--- src/rtl/udp_reg_endpoint_if.sv ---
// UDP header and 8-bit AXI-Stream bundles shared by the UDP switch port clients.
interface udp_hdr_if;
  logic        hdr_valid;
  logic        hdr_ready;
  logic [31:0] source_ip;
  logic [31:0] dest_ip;
  logic [15:0] source_port;
  logic [15:0] dest_port;
  logic [15:0] length;

  modport source (output hdr_valid, source_ip, dest_ip, source_port, dest_port, length,
                  input  hdr_ready);
  modport sink   (input  hdr_valid, source_ip, dest_ip, source_port, dest_port, length,
                  output hdr_ready);
endinterface

interface axis8_if;
  logic [7:0] tdata;
  logic       tvalid;
  logic       tready;
  logic       tlast;
  logic       tuser;

  modport master (output tdata, tvalid, tlast, tuser, input tready);
  modport slave  (input tdata, tvalid, tlast, tuser, output tready);
endinterface

--- src/rtl/udp_reg_endpoint.sv ---
// UDP register-access endpoint: parses 7-byte read/write requests into a 32-bit
// register bank and answers each well-formed request with an 8-byte reply.
module udp_reg_endpoint #(
  parameter logic [15:0] UDP_PORT  = 16'd1230,
  parameter int          REG_COUNT = 16,
  parameter logic [31:0] REG_RESET = '0
) (
  input  logic                   clk,
  input  logic                   reset,
  input  logic [31:0]            local_ip,
  udp_hdr_if.sink                udp_rx_header_if,
  axis8_if.slave                 udp_rx_payload_if,
  udp_hdr_if.source              udp_tx_header_if,
  axis8_if.master                udp_tx_payload_if,
  output logic [32*REG_COUNT-1:0] regs_out,
  output logic                   wr_strobe
);

  localparam int          IDX_W     = (REG_COUNT > 1) ? $clog2(REG_COUNT) : 1;
  localparam logic [16:0] REG_LIMIT = 17'(REG_COUNT);
  localparam logic [7:0]  OP_WRITE  = 8'h01;
  localparam logic [7:0]  OP_READ   = 8'h02;
  localparam logic [7:0]  ST_OK     = 8'h00;
  localparam logic [7:0]  ST_BAD_OP = 8'h01;
  localparam logic [7:0]  ST_ADDR   = 8'h02;
  localparam logic [7:0]  ST_SHORT  = 8'h03;

  typedef enum logic [2:0] {S_IDLE, S_RX, S_DROP, S_COMMIT, S_TXH, S_TXP} state_t;

  state_t      state_reg;
  logic [2:0]  cnt_reg;
  logic [7:0]  op_reg;
  logic [15:0] addr_reg;
  logic [31:0] data_reg;
  logic [31:0] src_ip_reg;
  logic [15:0] src_port_reg;
  logic [63:0] reply_reg;
  logic [2:0]  tx_idx_reg;
  logic [31:0] regs_reg [REG_COUNT];

  logic [7:0]       status_next;
  logic [31:0]      reply_data_next;
  logic [IDX_W-1:0] addr_idx;
  logic             rx_beat;
  logic             unused_rx_fields;

  assign addr_idx = addr_reg[IDX_W-1:0];
  assign rx_beat  = udp_rx_payload_if.tvalid && udp_rx_payload_if.tready;
  assign unused_rx_fields = ^{udp_rx_header_if.dest_ip, udp_rx_header_if.length};

  // cnt_reg holds min(bytes received, 7). Opcode errors take precedence over
  // short frames, which take precedence over address range errors.
  always_comb begin
    status_next     = ST_OK;
    reply_data_next = data_reg;
    if (op_reg != OP_WRITE && op_reg != OP_READ)
      status_next = ST_BAD_OP;
    else if ((op_reg == OP_WRITE && cnt_reg < 3'd7) || (op_reg == OP_READ && cnt_reg < 3'd3))
      status_next = ST_SHORT;
    else if ({1'b0, addr_reg} >= REG_LIMIT)
      status_next = ST_ADDR;
    if (op_reg == OP_READ && status_next == ST_OK)
      reply_data_next = regs_reg[addr_idx];
  end

  always_ff @(posedge clk or negedge reset) begin
    if (!reset) begin
      state_reg    <= S_IDLE;
      cnt_reg      <= '0;
      op_reg       <= '0;
      addr_reg     <= '0;
      data_reg     <= '0;
      src_ip_reg   <= '0;
      src_port_reg <= '0;
      reply_reg    <= '0;
      tx_idx_reg   <= '0;
      wr_strobe    <= 1'b0;
      for (int i = 0; i < REG_COUNT; i++) regs_reg[i] <= REG_RESET;
      udp_rx_header_if.hdr_ready   <= 1'b0;
      udp_rx_payload_if.tready     <= 1'b0;
      udp_tx_header_if.hdr_valid   <= 1'b0;
      udp_tx_header_if.source_ip   <= '0;
      udp_tx_header_if.dest_ip     <= '0;
      udp_tx_header_if.source_port <= '0;
      udp_tx_header_if.dest_port   <= '0;
      udp_tx_header_if.length      <= '0;
      udp_tx_payload_if.tdata      <= '0;
      udp_tx_payload_if.tvalid     <= 1'b0;
      udp_tx_payload_if.tlast      <= 1'b0;
      udp_tx_payload_if.tuser      <= 1'b0;
    end else begin
      wr_strobe <= 1'b0;
      case (state_reg)
        S_IDLE: begin
          if (udp_rx_header_if.hdr_valid && udp_rx_header_if.hdr_ready) begin
            udp_rx_header_if.hdr_ready <= 1'b0;
            udp_rx_payload_if.tready   <= 1'b1;
            src_ip_reg   <= udp_rx_header_if.source_ip;
            src_port_reg <= udp_rx_header_if.source_port;
            cnt_reg      <= '0;
            op_reg       <= '0;
            addr_reg     <= '0;
            data_reg     <= '0;
            state_reg    <= (udp_rx_header_if.dest_port == UDP_PORT) ? S_RX : S_DROP;
          end else begin
            udp_rx_header_if.hdr_ready <= 1'b1;
          end
        end

        S_RX: begin
          if (rx_beat) begin
            case (cnt_reg)
              3'd0:    op_reg          <= udp_rx_payload_if.tdata;
              3'd1:    addr_reg[15:8]  <= udp_rx_payload_if.tdata;
              3'd2:    addr_reg[7:0]   <= udp_rx_payload_if.tdata;
              3'd3:    data_reg[31:24] <= udp_rx_payload_if.tdata;
              3'd4:    data_reg[23:16] <= udp_rx_payload_if.tdata;
              3'd5:    data_reg[15:8]  <= udp_rx_payload_if.tdata;
              3'd6:    data_reg[7:0]   <= udp_rx_payload_if.tdata;
              default: ;
            endcase
            if (cnt_reg != 3'd7) cnt_reg <= cnt_reg + 3'd1;
            if (udp_rx_payload_if.tlast) begin
              udp_rx_payload_if.tready <= 1'b0;
              if (udp_rx_payload_if.tuser) begin
                udp_rx_header_if.hdr_ready <= 1'b1;
                state_reg <= S_IDLE;
              end else begin
                state_reg <= S_COMMIT;
              end
            end
          end
        end

        S_DROP: begin
          if (rx_beat && udp_rx_payload_if.tlast) begin
            udp_rx_payload_if.tready   <= 1'b0;
            udp_rx_header_if.hdr_ready <= 1'b1;
            state_reg <= S_IDLE;
          end
        end

        S_COMMIT: begin
          if (op_reg == OP_WRITE && status_next == ST_OK) begin
            regs_reg[addr_idx] <= data_reg;
            wr_strobe          <= 1'b1;
          end
          reply_reg <= {op_reg | 8'h80, addr_reg, reply_data_next, status_next};
          udp_tx_header_if.hdr_valid   <= 1'b1;
          udp_tx_header_if.dest_ip     <= src_ip_reg;
          udp_tx_header_if.dest_port   <= src_port_reg;
          udp_tx_header_if.source_ip   <= local_ip;
          udp_tx_header_if.source_port <= UDP_PORT;
          udp_tx_header_if.length      <= 16'd16;
          state_reg <= S_TXH;
        end

        S_TXH: begin
          if (udp_tx_header_if.hdr_ready) begin
            udp_tx_header_if.hdr_valid <= 1'b0;
            udp_tx_payload_if.tvalid   <= 1'b1;
            udp_tx_payload_if.tdata    <= reply_reg[63:56];
            udp_tx_payload_if.tlast    <= 1'b0;
            reply_reg  <= reply_reg << 8;
            tx_idx_reg <= '0;
            state_reg  <= S_TXP;
          end
        end

        S_TXP: begin
          // The reply is shifted out MSB-first; tx_idx_reg tracks the byte on the bus.
          if (udp_tx_payload_if.tready) begin
            if (tx_idx_reg == 3'd7) begin
              udp_tx_payload_if.tvalid   <= 1'b0;
              udp_tx_payload_if.tlast    <= 1'b0;
              udp_rx_header_if.hdr_ready <= 1'b1;
              state_reg <= S_IDLE;
            end else begin
              udp_tx_payload_if.tdata <= reply_reg[63:56];
              udp_tx_payload_if.tlast <= (tx_idx_reg == 3'd6);
              reply_reg  <= reply_reg << 8;
              tx_idx_reg <= tx_idx_reg + 3'd1;
            end
          end
        end

        default: state_reg <= S_IDLE;
      endcase
    end
  end

  for (genvar gi = 0; gi < REG_COUNT; gi++) begin : g_regs_out
    assign regs_out[32*gi +: 32] = regs_reg[gi];
  end

endmodule

--- src/flat_wrapper.sv ---
// flat-port wrapper written by rule: the top's interface ports become plain ports
module udp_reg_endpoint_flat 
#(
  parameter logic [15:0] UDP_PORT  = 16'd1230,
  parameter int          REG_COUNT = 16,
  parameter logic [31:0] REG_RESET = '0
)
  (clk, reset, local_ip, regs_out, wr_strobe, udp_rx_header_if_hdr_valid, udp_rx_header_if_source_ip, udp_rx_header_if_dest_ip, udp_rx_header_if_source_port, udp_rx_header_if_dest_port, udp_rx_header_if_length, udp_rx_header_if_hdr_ready, udp_rx_payload_if_tdata, udp_rx_payload_if_tvalid, udp_rx_payload_if_tlast, udp_rx_payload_if_tuser, udp_rx_payload_if_tready, udp_tx_header_if_hdr_valid, udp_tx_header_if_source_ip, udp_tx_header_if_dest_ip, udp_tx_header_if_source_port, udp_tx_header_if_dest_port, udp_tx_header_if_length, udp_tx_header_if_hdr_ready, udp_tx_payload_if_tdata, udp_tx_payload_if_tvalid, udp_tx_payload_if_tlast, udp_tx_payload_if_tuser, udp_tx_payload_if_tready);
  udp_hdr_if udp_rx_header_if_i ();
  axis8_if udp_rx_payload_if_i ();
  udp_hdr_if udp_tx_header_if_i ();
  axis8_if udp_tx_payload_if_i ();
  input  logic clk;
  input  logic reset;
  input  logic [31:0] local_ip;
  output logic [32*REG_COUNT-1:0] regs_out;
  output logic wr_strobe;
  input wire logic [$bits(udp_rx_header_if_i.hdr_valid)-1:0] udp_rx_header_if_hdr_valid;
  input wire logic [$bits(udp_rx_header_if_i.source_ip)-1:0] udp_rx_header_if_source_ip;
  input wire logic [$bits(udp_rx_header_if_i.dest_ip)-1:0] udp_rx_header_if_dest_ip;
  input wire logic [$bits(udp_rx_header_if_i.source_port)-1:0] udp_rx_header_if_source_port;
  input wire logic [$bits(udp_rx_header_if_i.dest_port)-1:0] udp_rx_header_if_dest_port;
  input wire logic [$bits(udp_rx_header_if_i.length)-1:0] udp_rx_header_if_length;
  output wire logic [$bits(udp_rx_header_if_i.hdr_ready)-1:0] udp_rx_header_if_hdr_ready;
  input wire logic [$bits(udp_rx_payload_if_i.tdata)-1:0] udp_rx_payload_if_tdata;
  input wire logic [$bits(udp_rx_payload_if_i.tvalid)-1:0] udp_rx_payload_if_tvalid;
  input wire logic [$bits(udp_rx_payload_if_i.tlast)-1:0] udp_rx_payload_if_tlast;
  input wire logic [$bits(udp_rx_payload_if_i.tuser)-1:0] udp_rx_payload_if_tuser;
  output wire logic [$bits(udp_rx_payload_if_i.tready)-1:0] udp_rx_payload_if_tready;
  output wire logic [$bits(udp_tx_header_if_i.hdr_valid)-1:0] udp_tx_header_if_hdr_valid;
  output wire logic [$bits(udp_tx_header_if_i.source_ip)-1:0] udp_tx_header_if_source_ip;
  output wire logic [$bits(udp_tx_header_if_i.dest_ip)-1:0] udp_tx_header_if_dest_ip;
  output wire logic [$bits(udp_tx_header_if_i.source_port)-1:0] udp_tx_header_if_source_port;
  output wire logic [$bits(udp_tx_header_if_i.dest_port)-1:0] udp_tx_header_if_dest_port;
  output wire logic [$bits(udp_tx_header_if_i.length)-1:0] udp_tx_header_if_length;
  input wire logic [$bits(udp_tx_header_if_i.hdr_ready)-1:0] udp_tx_header_if_hdr_ready;
  output wire logic [$bits(udp_tx_payload_if_i.tdata)-1:0] udp_tx_payload_if_tdata;
  output wire logic [$bits(udp_tx_payload_if_i.tvalid)-1:0] udp_tx_payload_if_tvalid;
  output wire logic [$bits(udp_tx_payload_if_i.tlast)-1:0] udp_tx_payload_if_tlast;
  output wire logic [$bits(udp_tx_payload_if_i.tuser)-1:0] udp_tx_payload_if_tuser;
  input wire logic [$bits(udp_tx_payload_if_i.tready)-1:0] udp_tx_payload_if_tready;
  assign udp_rx_header_if_i.hdr_valid = udp_rx_header_if_hdr_valid;
  assign udp_rx_header_if_i.source_ip = udp_rx_header_if_source_ip;
  assign udp_rx_header_if_i.dest_ip = udp_rx_header_if_dest_ip;
  assign udp_rx_header_if_i.source_port = udp_rx_header_if_source_port;
  assign udp_rx_header_if_i.dest_port = udp_rx_header_if_dest_port;
  assign udp_rx_header_if_i.length = udp_rx_header_if_length;
  assign udp_rx_header_if_hdr_ready = udp_rx_header_if_i.hdr_ready;
  assign udp_rx_payload_if_i.tdata = udp_rx_payload_if_tdata;
  assign udp_rx_payload_if_i.tvalid = udp_rx_payload_if_tvalid;
  assign udp_rx_payload_if_i.tlast = udp_rx_payload_if_tlast;
  assign udp_rx_payload_if_i.tuser = udp_rx_payload_if_tuser;
  assign udp_rx_payload_if_tready = udp_rx_payload_if_i.tready;
  assign udp_tx_header_if_hdr_valid = udp_tx_header_if_i.hdr_valid;
  assign udp_tx_header_if_source_ip = udp_tx_header_if_i.source_ip;
  assign udp_tx_header_if_dest_ip = udp_tx_header_if_i.dest_ip;
  assign udp_tx_header_if_source_port = udp_tx_header_if_i.source_port;
  assign udp_tx_header_if_dest_port = udp_tx_header_if_i.dest_port;
  assign udp_tx_header_if_length = udp_tx_header_if_i.length;
  assign udp_tx_header_if_i.hdr_ready = udp_tx_header_if_hdr_ready;
  assign udp_tx_payload_if_tdata = udp_tx_payload_if_i.tdata;
  assign udp_tx_payload_if_tvalid = udp_tx_payload_if_i.tvalid;
  assign udp_tx_payload_if_tlast = udp_tx_payload_if_i.tlast;
  assign udp_tx_payload_if_tuser = udp_tx_payload_if_i.tuser;
  assign udp_tx_payload_if_i.tready = udp_tx_payload_if_tready;
  udp_reg_endpoint #(.UDP_PORT(UDP_PORT), .REG_COUNT(REG_COUNT), .REG_RESET(REG_RESET)) u_core (.clk(clk), .reset(reset), .local_ip(local_ip), .udp_rx_header_if(udp_rx_header_if_i), .udp_rx_payload_if(udp_rx_payload_if_i), .udp_tx_header_if(udp_tx_header_if_i), .udp_tx_payload_if(udp_tx_payload_if_i), .regs_out(regs_out), .wr_strobe(wr_strobe));
endmodule
--- config.mk ---
export PLATFORM = sky130hd
export DESIGN_NAME = udp_reg_endpoint_flat
export DESIGN_NICKNAME = d
export VERILOG_FILES = /design/src/rtl/udp_reg_endpoint_if.sv /design/src/rtl/udp_reg_endpoint.sv /design/src/flat_wrapper.sv
export SDC_FILE = /design/constraint.sdc
export NUM_CORES = 1
export LEC_CHECK = 0
export ABC_AREA = 1
export BUFFER_PORTS_ARGS = -buffer_cell sky130_fd_sc_hd__clkbuf_2
export CAP_MARGIN = 20
export CORE_AREA = 2 2 310 312
export DETAILED_ROUTE_END_ITERATION = 16
export DIE_AREA = 0 0 312 314
export GPL_TIMING_DRIVEN = 0
export PLACE_DENSITY = 0.63
export SLEW_MARGIN = 20
export SYNTH_ARGS = -nofsm -noshare
export SYNTH_HDL_FRONTEND = slang
export SYNTH_SLANG_ARGS = --single-unit
--- constraint.sdc ---
create_clock -name clk -period 4.4 [get_ports clk]
set_clock_uncertainty 0.15 [all_clocks]
set_input_delay 0.22 -clock clk [delete_from_list [all_inputs] [get_ports clk]]
set_output_delay 0.22 -clock clk [all_outputs]
set_load 0.005 [all_outputs]
==> metrics.csv <==
stage;metric;value;unit
final_layout;largest_reg_flops;512;
synth;syn_inst;4427;
final_layout;drive_above_1_share;18.7;%
synth;yosys.area.top_type;dfrtp_1;
sta;setup_slack;818;ps
final_layout;final_design_area_no_fill;0.0444;sq mm
synth;synth_edf_count;0;
synth;synth.top_cell.area_share;55.8;%
setup_path;crit_type;reg2reg;
synth;ys_warn_count;1;
clock_network;root_buffer;clkbuf_16;
power;power.leakage;22.9;nW
synth;synth.most_common_cell;nand2_1;
placed_design;gp_congestion;1.01;
sta;layout_min_cycle_time;3580;ps
setup_path;start_kind;flop;
sta;setup-violations-final;0;
sta;min_period_over_period;81.4;%
placed_design;dp_hpwl;124000;microns
synth;synth_top_flop_cell;dfrtp_1;
power;finalPower;25.0;mW
placed_design;place_ws;1110;ps
grt;grt_max_degree;87;
clock_network;clockBufferDepth;3;
grt;grt_first_pass_wirelength;232000;microns
final_layout;final_core_util;47.1;%
setup_path;cp.arrival;4020;ps
clock_network;cts_made_buffers;87;
floorplanning;die_x;312;microns
clock_network;cts_tree;yes;
floorplanning;die_h;314;microns
placed_design;dp_cells;6451;
detailed_routing;vias;35800;
sta;fmax;279;MHz
placed_design;port_buffers;724;
detailed_routing;vias_per_cell;5.34;
detailed_routing;detail-route-antenna-nets;0;
floorplanning;rows;113;
sta;max_slew.worst_pin.slew;1270;ps
detailed_routing;wl_per_cell;24.3;microns
floorplanning;pin_count;799;
placed_design;post_dp_cell_area;0.0405;sq mm
power;ir_worst_vdd;0.358;mV
synth;ys_async_sr_fraction;100;%
clock_network;post-cts-setup-buffers;0;
flow_run;drv_cap;0;
sta;hold_violations;0;
detailed_routing;drtIter0Drc;4433;
synth;yosys-top-cells-area;dfrtp_1 (56%), nand2_1 (23%), o21ai_0 (9.4%);
setup_path;path_max_fanout;10;
worst_hold_path;holdCritPathClass;in2reg;
floorplanning;initial_utilization;36.9;%
clock_network;postCtsHoldBufs;94;
sta;slew-limit-headroom;15.2;%
detailed_routing;wl;163000;microns
floorplanning;coreArea;0.0944;sq mm
grt;grt-ovfl-total;0;
grt;antenna_found_initial;5;
sta;slew_violations;0;
sta;fin_tns_setup;0;ps
run_status;status;completed;
final_layout;antennaDiodeCount;0;
synth;synthTopCellsByCount;nand2_1 (2136), dfrtp_1 (778), o21ai_0 (656);
setup_path;crit_required;4840;ps
final_layout;fin_cells;6705;
synth;mappedNetlistArea;0.0349;sq mm
detailed_routing;dr.pass1.iters;6;
detailed_routing;drc_errors;0;
clock_network;cts.sinks;778;
power;power.density;563;mW/mm^2
synth;yosysSeqAreaShare;55.8;%
sta;hold_ws;39.9;ps
synth;synthDistinctLibCells;37;
final_layout;finalNetCount;5538;
grt;grt_pass1_vias;33400;
final_layout;synthToLayoutAreaGrowth;27.3;%
sta;grt_setup_unrepaired;false;
clock_network;cts_resized;0;
floorplanning;die-area;0.0980;sq mm
clock_network;insertion_delay;690;ps
setup_path;r2r_slack;820;ps
clock_network;htree_levels;3;
synth;syn_area_per_cell;7.88;sq um
setup_path;cp-end-kind;flop;
grt;grt_usage;32.3;%
clock_network;cts.clk_slew.worst_paths;60;ps
synth;synth.ff_latch_count;778;
## worst max-delay path, stage by stage (launching register included)
cell and delay [ps]:
dfrtp_1 390, buf_2 210, clkinv_1 200, clkbuf_1 660, clkbuf_1 930, nand2_1 110
nand2_1 170, nand2_1 110, nand2_1 170, nor2_1 100, nand2_1 80, nand3_1 70
a21oi_1 160
## report_power, final
group	total, mW	internal (mW)	leakage [nW]	switching [mW]
Sequential	8.95	8.30	10.5	0.652
Clock	7.69	4.49	1.48	3.20
Combinational	8.37	1.98	10.9	6.38
## cell families after synthesis
kind of cell               Yosys count  synth area share [%]
and+or+nand+nor                   2313                  25.8
AOI/OAI and AO/OA                  834                  12.1
DFF                                778                  55.8
buffers and inverters              492                  5.93
adders and majority gates            9                 0.323
other                                1                0.0107
## layout make-up
class / instances / area (sq um)
Tap cell: 1265 / 1580
Fill cell: 9510 / 50000
Inverter: 177 / 667
Timing Repair Buffer: 828 / 4870
Clock buffer: 127 / 2620
Clock inverter: 33 / 377
Buffer: 315 / 1410
Multi-Input combinational cell: 3182 / 13500
Sequential cell: 778 / 19500
## cell usage in the layout, fill, tap and decap left out, types with 2 or more instances in the layout
cell / Yosys / layout
clkinvlp_4: 0 / 4
nor3_1: 3 / 3
buf_4: 36 / 36
bufinv_16: 0 / 6
nand4_1: 7 / 7
buf_16: 0 / 11
dfrtp_1: 778 / 778
clkbuf_2: 4 / 728
nand3_2: 9 / 9
nand3_1: 37 / 37
buf_2: 52 / 52
o21ai_1: 88 / 88
dlygate4sd3_1: 0 / 93
conb_1: 1 / 26
nor2_1: 98 / 98
o211ai_1: 7 / 7
inv_1: 168 / 168
a31oi_1: 17 / 17
nor2_2: 3 / 3
inv_6: 0 / 4
clkbuf_8: 0 / 26
buf_1: 12 / 11
inv_2: 6 / 6
a21oi_1: 61 / 61
nand3_4: 9 / 9
nand2_1: 2136 / 2136
ha_1: 9 / 9
nor2_4: 6 / 6
clkinv_2: 0 / 17
clkbuf_1: 210 / 223
clkbuf_16: 0 / 89
o21ai_0: 656 / 656
clkinv_1: 2 / 2
## final timing paths
check	startpoint	end	cells after the start
setup reg to reg	u_core.addr_reg[1]	u_core.reply_reg[8]	12
max in group asynchronous	reset	u_core.regs_out[120]	6
hold / removal	udp_rx_header_if_dest_port[10]	u_core.state_reg[0]	7
setup / recovery	u_core.addr_reg[1]	u_core.reply_reg[8]	12
hold reg to reg	u_core.udp_tx_header_if.source_ip[27]	u_core.udp_tx_header_if.source_ip[27]	2
min in group asynchronous	reset	u_core.src_ip_reg[5]	3
## per-layer routing
layer	share of wire, %	GRT usage, %	up-vias
li1	-	-	15800
met1	38	41.8	17400
met2	44	49.6	2171
met3	13	10.8	403
met5	0	0	-
met4	4.8	13.9	0
(Power assumes the default switching activity.)
